`src/rtl/mips_multicycle_core.sv`:
```
// Multicycle MIPS subset core (FETCH/DECODE/EXECUTE/MEMORY/WRITEBACK).
// Ports:
//   clk, reset      - clock, asynchronous active-low reset
//   PortIn          - external input, read as zero-extended word at IO_ADDR+4
//   mem_*           - single request/ack memory port, shared by fetch and data
//   ALUResultOut    - ALU result registered in the last EXECUTE
//   PortOut         - output register written by sw to IO_ADDR
//   illegal_op      - one-cycle pulse while an unsupported instruction decodes
module mips_multicycle_core #(
  parameter logic [31:0] RESET_PC     = 32'h0040_0000,
  parameter logic [31:0] IO_ADDR      = 32'h1001_0040,
  parameter int          PORTIN_WIDTH = 8
) (
  input  logic                    clk,
  input  logic                    reset,
  input  logic [PORTIN_WIDTH-1:0] PortIn,
  output logic                    mem_req,
  output logic                    mem_we,
  output logic [31:0]             mem_addr,
  output logic [31:0]             mem_wdata,
  input  logic [31:0]             mem_rdata,
  input  logic                    mem_ack,
  output logic [31:0]             ALUResultOut,
  output logic [31:0]             PortOut,
  output logic                    illegal_op
);
  typedef enum logic [2:0] {FETCH, DECODE, EXECUTE, MEMORY, WRITEBACK} state_t;

  localparam logic [5:0] OP_R = 6'h00, OP_J = 6'h02, OP_JAL = 6'h03, OP_BEQ = 6'h04,
                         OP_BNE = 6'h05, OP_ADDI = 6'h08, OP_ANDI = 6'h0C, OP_ORI = 6'h0D,
                         OP_LUI = 6'h0F, OP_LW = 6'h23, OP_SW = 6'h2B;
  localparam logic [5:0] F_SLL = 6'h00, F_SRL = 6'h02, F_JR = 6'h08, F_ADD = 6'h20,
                         F_SUB = 6'h22, F_AND = 6'h24, F_OR = 6'h25, F_NOR = 6'h27,
                         F_SLT = 6'h2A;

  state_t      state_q, state_d;
  logic [31:0] pc_q, pc_d, ir_q, ir_d, a_q, a_d, b_q, b_d, imm_q, imm_d;
  logic [31:0] alu_q, alu_d, mdr_q, mdr_d, port_out_q, port_out_d;
  logic [31:0] rf [32];
  logic        rf_we;
  logic [4:0]  rf_waddr;
  logic [31:0] rf_wdata, alu_res;
  logic        legal;

  logic [5:0] op, funct;
  logic [4:0] rs, rt, rd, shamt;
  assign op    = ir_q[31:26];
  assign rs    = ir_q[25:21];
  assign rt    = ir_q[20:16];
  assign rd    = ir_q[15:11];
  assign shamt = ir_q[10:6];
  assign funct = ir_q[5:0];

  logic is_lw, is_sw, io_hit;
  assign is_lw = (op == OP_LW);
  assign is_sw = (op == OP_SW);
  // Data accesses that hit the I/O window never reach the memory port.
  assign io_hit = (is_sw && alu_q == IO_ADDR) || (is_lw && alu_q == IO_ADDR + 32'd4);

  // Request gated by reset so an outstanding transaction drops immediately.
  assign mem_req      = reset && (state_q == FETCH || (state_q == MEMORY && !io_hit));
  assign mem_we       = reset && state_q == MEMORY && is_sw && !io_hit;
  assign mem_addr     = (state_q == MEMORY) ? alu_q : pc_q;
  assign mem_wdata    = b_q;
  assign ALUResultOut = alu_q;
  assign PortOut      = port_out_q;
  assign illegal_op   = (state_q == DECODE) && !legal;

  always_comb begin
    legal = 1'b0;
    case (op)
      OP_R: legal = funct inside {F_SLL, F_SRL, F_JR, F_ADD, F_SUB, F_AND, F_OR, F_NOR, F_SLT};
      OP_J, OP_JAL, OP_BEQ, OP_BNE, OP_ADDI, OP_ANDI, OP_ORI, OP_LUI, OP_LW, OP_SW: legal = 1'b1;
      default: legal = 1'b0;
    endcase
  end

  always_comb begin
    alu_res = '0;
    if (op == OP_R) begin
      case (funct)
        F_ADD:   alu_res = a_q + b_q;
        F_SUB:   alu_res = a_q - b_q;
        F_AND:   alu_res = a_q & b_q;
        F_OR:    alu_res = a_q | b_q;
        F_NOR:   alu_res = ~(a_q | b_q);
        F_SLT:   alu_res = {31'd0, $signed(a_q) < $signed(b_q)};
        F_SLL:   alu_res = b_q << shamt;
        F_SRL:   alu_res = b_q >> shamt;
        F_JR:    alu_res = a_q;
        default: alu_res = '0;
      endcase
    end else begin
      case (op)
        OP_ADDI, OP_LW, OP_SW: alu_res = a_q + imm_q;
        OP_ANDI:               alu_res = a_q & {16'd0, ir_q[15:0]};
        OP_ORI:                alu_res = a_q | {16'd0, ir_q[15:0]};
        OP_LUI:                alu_res = {ir_q[15:0], 16'd0};
        OP_BEQ, OP_BNE:        alu_res = a_q - b_q;
        default:               alu_res = '0;
      endcase
    end
  end

  always_comb begin
    state_d    = state_q;
    pc_d       = pc_q;
    ir_d       = ir_q;
    a_d        = a_q;
    b_d        = b_q;
    imm_d      = imm_q;
    alu_d      = alu_q;
    mdr_d      = mdr_q;
    port_out_d = port_out_q;
    rf_we      = 1'b0;
    rf_waddr   = '0;
    rf_wdata   = '0;
    case (state_q)
      FETCH: if (mem_ack) begin
        ir_d    = mem_rdata;
        pc_d    = pc_q + 32'd4;
        state_d = DECODE;
      end
      DECODE: begin
        a_d   = rf[rs];
        b_d   = rf[rt];
        imm_d = {{16{ir_q[15]}}, ir_q[15:0]};
        if (!legal) state_d = FETCH;
        else if (op == OP_J || op == OP_JAL) begin
          // pc_q already holds PC+4, which is also the jal link value.
          pc_d    = {pc_q[31:28], ir_q[25:0], 2'b00};
          state_d = FETCH;
          if (op == OP_JAL) begin
            rf_we    = 1'b1;
            rf_waddr = 5'd31;
            rf_wdata = pc_q;
          end
        end else state_d = EXECUTE;
      end
      EXECUTE: begin
        alu_d   = alu_res;
        state_d = WRITEBACK;
        if (op == OP_BEQ || op == OP_BNE) begin
          state_d = FETCH;
          if ((a_q == b_q) == (op == OP_BEQ)) pc_d = pc_q + (imm_q << 2);
        end else if (op == OP_R && funct == F_JR) begin
          pc_d    = a_q;
          state_d = FETCH;
        end else if (is_lw || is_sw) state_d = MEMORY;
      end
      MEMORY: begin
        if (io_hit) begin
          if (is_sw) begin
            port_out_d = b_q;
            state_d    = FETCH;
          end else begin
            mdr_d   = 32'(PortIn);
            state_d = WRITEBACK;
          end
        end else if (mem_ack) begin
          if (is_sw) state_d = FETCH;
          else begin
            mdr_d   = mem_rdata;
            state_d = WRITEBACK;
          end
        end
      end
      WRITEBACK: begin
        rf_we    = 1'b1;
        rf_waddr = (op == OP_R) ? rd : rt;
        rf_wdata = is_lw ? mdr_q : alu_q;
        state_d  = FETCH;
      end
      default: state_d = FETCH;
    endcase
  end

  always_ff @(posedge clk or negedge reset) begin
    if (!reset) begin
      state_q    <= FETCH;
      pc_q       <= RESET_PC;
      ir_q       <= '0;
      a_q        <= '0;
      b_q        <= '0;
      imm_q      <= '0;
      alu_q      <= '0;
      mdr_q      <= '0;
      port_out_q <= '0;
    end else begin
      state_q    <= state_d;
      pc_q       <= pc_d;
      ir_q       <= ir_d;
      a_q        <= a_d;
      b_q        <= b_d;
      imm_q      <= imm_d;
      alu_q      <= alu_d;
      mdr_q      <= mdr_d;
      port_out_q <= port_out_d;
    end
  end

  // $0 is never written, so it always reads as zero.
  always_ff @(posedge clk or negedge reset) begin
    if (!reset) begin
      for (int i = 0; i < 32; i++) rf[i] <= '0;
    end else if (rf_we && rf_waddr != 5'd0) begin
      rf[rf_waddr] <= rf_wdata;
    end
  end
endmodule

```
`config.mk`:
```
export PLATFORM = sky130hd
export DESIGN_NAME = mips_multicycle_core
export DESIGN_NICKNAME = d
export VERILOG_FILES = /design/src/rtl/mips_multicycle_core.sv
export SDC_FILE = /design/constraint.sdc
export NUM_CORES = 2
export LEC_CHECK = 0
export ABC_AREA = 1
export BUFFER_PORTS_ARGS = -buffer_cell sky130_fd_sc_hd__buf_2
export CELL_PAD_IN_SITES_DETAIL_PLACEMENT = 2
export CELL_PAD_IN_SITES_GLOBAL_PLACEMENT = 2
export CORE_MARGIN = 3
export CORE_UTILIZATION = 40
export CTS_CLUSTER_DIAMETER = 200
export DETAILED_ROUTE_END_ITERATION = 6
export PLACE_DENSITY = 0.92
export SLEW_MARGIN = 20
export SYNTH_ARGS = -nofsm -noshare
export SYNTH_HDL_FRONTEND = slang
export SYNTH_SLANG_ARGS = --single-unit
```
`constraint.sdc`:
```
create_clock -name clk -period 4.3 [get_ports clk]
set_clock_uncertainty 0.1 [all_clocks]
set_input_delay 0.43 -clock clk [delete_from_list [all_inputs] [get_ports clk]]
set_output_delay 0.43 -clock clk [all_outputs]
set_load 0.05 [all_outputs]
```
==> summary.md, run 1 <==
| Metric | Value |
|---|---|
| Outcome | aborted with a tool error |
| Exit stage | 5_1_grt |
| Log Error | [ERROR GRT-0232] Routing congestion too high. Check the congestion heatmap in the GUI. |
| Root Driver | clkbuf_16 |
| GRT Total Usage | 0.797 |
| Top Ports | 174 |
| CTS Buf Count | 157 |
| Post-Synthesis Cells | 11,600 |
| Initial Utilization | 0.403 |
| Largest net degree at the start of global routing | 161 |
| Yosys reg bits | 1,267 |
| GRT overflow | 36 |
| Number of synthesized flops with an enable pin | 0 |
| Row count | 164 |
| DPL Wire Length | 378,000 um |
| Yosys cell types | 62 |
| Place WS | 464 ps |
| Die width | 455 um |
| Leading area contributor after synthesis | dfrtp_1 |
| Gpl congestion | 1.05 |
| Antenna violations before repair | 167 |
| Worst EP Category | register data pin |
| CTS HTree Levels | 4 |
| YS warnings | 0 |
| Top cells by area, synth | dfrtp_1 39%, nand2_1 12%, o21ai_0 12% |
| Die height | 455 um |
| Register area share after synthesis | 0.393 |
| Port Buffers | 173 |
| Fraction of registers with async set/reset | 1.00 |
| Worst endpoint after global-route timing repair | rf[934]$_DFFE_PN0P_/D |
| Yosys top cell area share | 0.393 |
| Syn Area/Cell | 6.97 sq um |
| Dominant synthesized flop cell | dfrtp_1 |
| Clk buf depth | 3 |
| Mapped Area | 80,600 sq um |
| Syn nets | 11,800 |
| TritonCTS sink count | 1,267 |
[cell usage after synthesis, types with 10 or more instances]
cell type,instances
a21boi_0,13
a211oi_1,28
nand4_1,54
a21oi_1,372
or2_2,10
nor4_1,16
o211ai_1,144
o21bai_1,34
dfrtp_1,1266
ha_1,157
nand2_4,27
o21ai_1,401
a32o_1,15
clkbuf_1,787
nand2_1,2680
inv_1,634
and2_1,18
buf_1,43
nor2_1,1354
o21ai_0,1983
o22ai_1,122
xor2_1,28
nand3b_1,18
o221ai_1,350
inv_2,17
a31oi_1,15
nor3_1,47
buf_2,97
nand3_1,707
nand2_2,11
a22oi_1,22
[stage by stage]
step                      cells  area [sq um]
after global placement    13800         85000
after CTS                 14100         90800
after floorplan           11600         80600
after detailed placement  13800         85000
[what timing repair did]
| item | 4_1_cts |
|---|---|
| resized for setup | 3 |
| hold endpoints to repair | 158 |
| endpoints found under the setup margin | 2 |
| buffers inserted | 0 |
| hold buffers | 42 |
[logic make-up after synthesis]
logic type,after synthesis,synth area share
DFF,1267,0.393
AOI/OAI and AO/OA,3534,0.248
buffers and inverters,1588,0.0757
adders and majority gates,161,0.0254
muxes,2,0.000264
xor gates and xnor gates,32,0.00348
and+or+nand+nor,4978,0.254
[routing by layer]
layer / track usage / GRT overflow
met1: 0.806 / 1
met2: 0.922 / 13
met3: 0.669 / 1
met4: 0.790 / 19
met5: 0.471 / 2
==> run 2: changes to the inputs <==
--- a/config.mk
+++ b/config.mk
@@ -7,13 +7,10 @@
 export LEC_CHECK = 0
 export ABC_AREA = 1
 export BUFFER_PORTS_ARGS = -buffer_cell sky130_fd_sc_hd__buf_2
-export CELL_PAD_IN_SITES_DETAIL_PLACEMENT = 2
-export CELL_PAD_IN_SITES_GLOBAL_PLACEMENT = 2
 export CORE_MARGIN = 3
-export CORE_UTILIZATION = 40
-export CTS_CLUSTER_DIAMETER = 200
+export CORE_UTILIZATION = 30
 export DETAILED_ROUTE_END_ITERATION = 6
-export PLACE_DENSITY = 0.92
+export PLACE_DENSITY_LB_ADDON = 0.15
 export SLEW_MARGIN = 20
 export SYNTH_ARGS = -nofsm -noshare
 export SYNTH_HDL_FRONTEND = slang
==> run 2 against run 1 <==
Against the previous run: the flow now finishes without violations; area after synthesis unchanged; synthesized cell count is the same.
==> summary.md, run 2 <==
| Metric | Value |
|---|---|
| HP Class | input pin to asynchronous set/reset pin |
| Leading cell types in the layout, fill and taps excluded | 2,679 x nand2_1, 1,977 x o21ai_0, 1,348 x nor2_1 |
| Die width | 524 um |
| Top-count cell post-synth | nand2_1 |
| Syn nets | 11,800 |
| Root Driver | clkbuf_16 |
| Vias per inst | 5.84 |
| Largest net degree at the start of global routing | 146 |
| Clk buf depth | 4 |
| Top post-synthesis cells by count | 2,680 x nand2_1, 1,983 x o21ai_0, 1,354 x nor2_1, 1,266 x dfrtp_1, 787 x clkbuf_1 |
| Initial Utilization | 0.303 |
| Row count | 189 |
| Top cells by area, synth | dfrtp_1 39%, nand2_1 12%, o21ai_0 12% |
| Vias in the first global route | 81,600 |
| Final min period | 4170 ps |
| Relative slew slack | 0.156 |
| TritonCTS sink count | 1,267 |
| Total number of vias | 88,200 |
| Max Cap Violations | 0 |
| P&R area growth vs syn | 15.2% |
| Syn Area/Cell | 6.97 sq um |
| Utilization after layout | 0.349 |
| Drt initial violations | 12,500 |
| First-pass GRT wire length | 651,000 um |
| Worst Path Arrival | 4740 ps |
| Leakage power total | 41.1 nW |
| Yosys top cell area share | 0.393 |
| CTS Buf Count | 166 |
| DPL Wire Length | 329,000 um |
| Core area | 266,000 sq um |
| RSZ-0062 raised after global routing | false |
| DR WL/cell | 31.0 um |
| Routed Antenna Nets | 0 |
| CTS tree | yes |
| DRT Pass-1 Iters | 7 |
| Worst ir drop on vdd | 0.000345 V |
| Yosys reg bits | 1,267 |
| Top Ports | 174 |
| Number of synthesized flops with an enable pin | 0 |
| Final Power | 63.6 mW |
| Antenna violations before repair | 50 |
| Routed wire length | 468,000 um |
| Fmax | 0.240 GHz |
| Setup Viol. Count Final | 0 |
| Final setup TNS | 0 ps |
| GRT Total Usage | 0.330 |
| Worst-path clk slew | 60 ps |
| Largest register by flop count | rf |
| Dominant synthesized flop cell | dfrtp_1 |
| Worst Setup End Kind | flop |
| GRT overflow | 0 |
| Worst r2r src | a_q[8]$_DFFE_PN0P_ |
| Nets | 11,600 |
| Required time of the critical path | 4880 ps |
| Startpoint Class | flop |
| CTS HTree Levels | 4 |
| Die height | 524 um |
| YS warnings | 0 |
| Post-Synthesis Cells | 11,600 |
| Worst hold slack | 158 ps |
| Yosys cell types | 62 |
| Fill cells | 28,400 |
| Clk_lat worst skew | 870 ps |
| Gpl congestion | 1.02 |
| Largest register FFs | 1,024 |
| Pwr dens | 685 nW/um^2 |
| Period utilization | 0.969 |
| Outcome | completed |
| DIE AREA | 275,000 sq um |
| Slew Limit Fails | 0 |
| CP startpoint | a_q[8]$_DFFE_PN0P_ |
| Kind of critical path | flop to flop |
| Fraction of registers with async set/reset | 1.00 |
| Drt drc | 0 |
| Most common cell after layout, fill and taps aside | nand2_1 |
| Final hold vios | 0 |
| Port Buffers | 173 |
| Worst-Margin Slew | 1260 ps |
| Share of layout cells above drive strength 1 | 0.0867 |
| Mapped Area | 80,600 sq um |
| Leading area contributor after synthesis | dfrtp_1 |
| Register area share after synthesis | 0.393 |
| Crit-path max FO | 8 |
==> run 2: power by group <==
group          internal, mW  total [mW]  switching [mW]
logic                  8.78        34.1            25.3
registers              12.8        14.6            1.83
clock network          8.90        14.9            6.00
==> run 2: cell type report <==
cell class / instances / area, sq um / area share
Clock buffer: 241 / 4950 / 0.0533
Timing Repair Buffer: 624 / 5530 / 0.0595
Multi-Input combinational cell: 8707 / 42900 / 0.462
Clock inverter: 58 / 756 / 0.00814
Sequential cell: 1267 / 31700 / 0.342
Antenna cell: 18 / 45.0 / 0.000485
Tap cell: 3533 / 4420 / 0.0476
Inverter: 656 / 2520 / 0.0271
==> run 2: routing by layer <==
layer  vias to the layer above  routed length [um]  global-route usage
li1                      39000                   -                   -
met1                     43600              208000               0.467
met2                      4858              200000               0.494
met3                       751               39500              0.0572
met4                        14               20800               0.134
met5                         -                  87                   0
==> run 2: critical path, cell delays in order (launching register included) <==
cell and delay (ps):
dfrtp_1 710, inv_1 360, ha_1 530, nor2_1 300, nand2_1 230, nor2_1 140
nand2_1 130, nand3_1 360, buf_4 270, nand2_1 90, nand3_1 80, nand2_1 70
nand3_1 100, nand3_1 130, nand2_1 120, nand2_1 60, nand2_1 140, nand2_1 70
==> run 2: cells by family after synthesis <==
group | share of synthesized area
adders and majority gates | 0.0254
AOI/OAI and AO/OA | 0.248
buffers and inverters | 0.0757
DFF | 0.393
and+or+nand+nor | 0.254
muxes | 0.000264
xor gates and xnor gates | 0.00348
==> run 2: what timing repair did <==
item                                    in CTS  in global routing
hold buffers                                42                  0
setup buffers                                0                  6
endpoints found under the setup margin       1                 10
pin swaps                                    0                  1
gates resized for setup                      2                  3
endpoints found under the hold margin      122                  0
==> run 2: stage by stage <==
step / setup slack (ps) / std cells / cell area (sq um)
after global routing: 28.3 / 15100 / 92800
after floorplan: 1370 / 11600 / 80600
after CTS: 100 / 15100 / 92700
final: 132 / 15100 / 92900
after global placement: 98.1 / 14700 / 86600
after detailed placement: 194 / 14700 / 86600
==> run 2: worst paths after layout <==
path | endpoint | slack [ps] | cells after the start
min in group clk | rf[1021]$_DFFE_PN0P_ | 300 | 0
min | rf[304]$_DFFE_PN0P_ | 160 | 2
min reg2reg | rf[1021]$_DFFE_PN0P_ | 300 | 0
max | ALUResultOut[27]$_DFFE_PN0P_ | 130 | 17
max reg2reg | ALUResultOut[27]$_DFFE_PN0P_ | 130 | 17
max in group asynchronous | ALUResultOut[27]$_DFFE_PN0P_ | 2530 | 3
(Power assumes the default switching activity.)
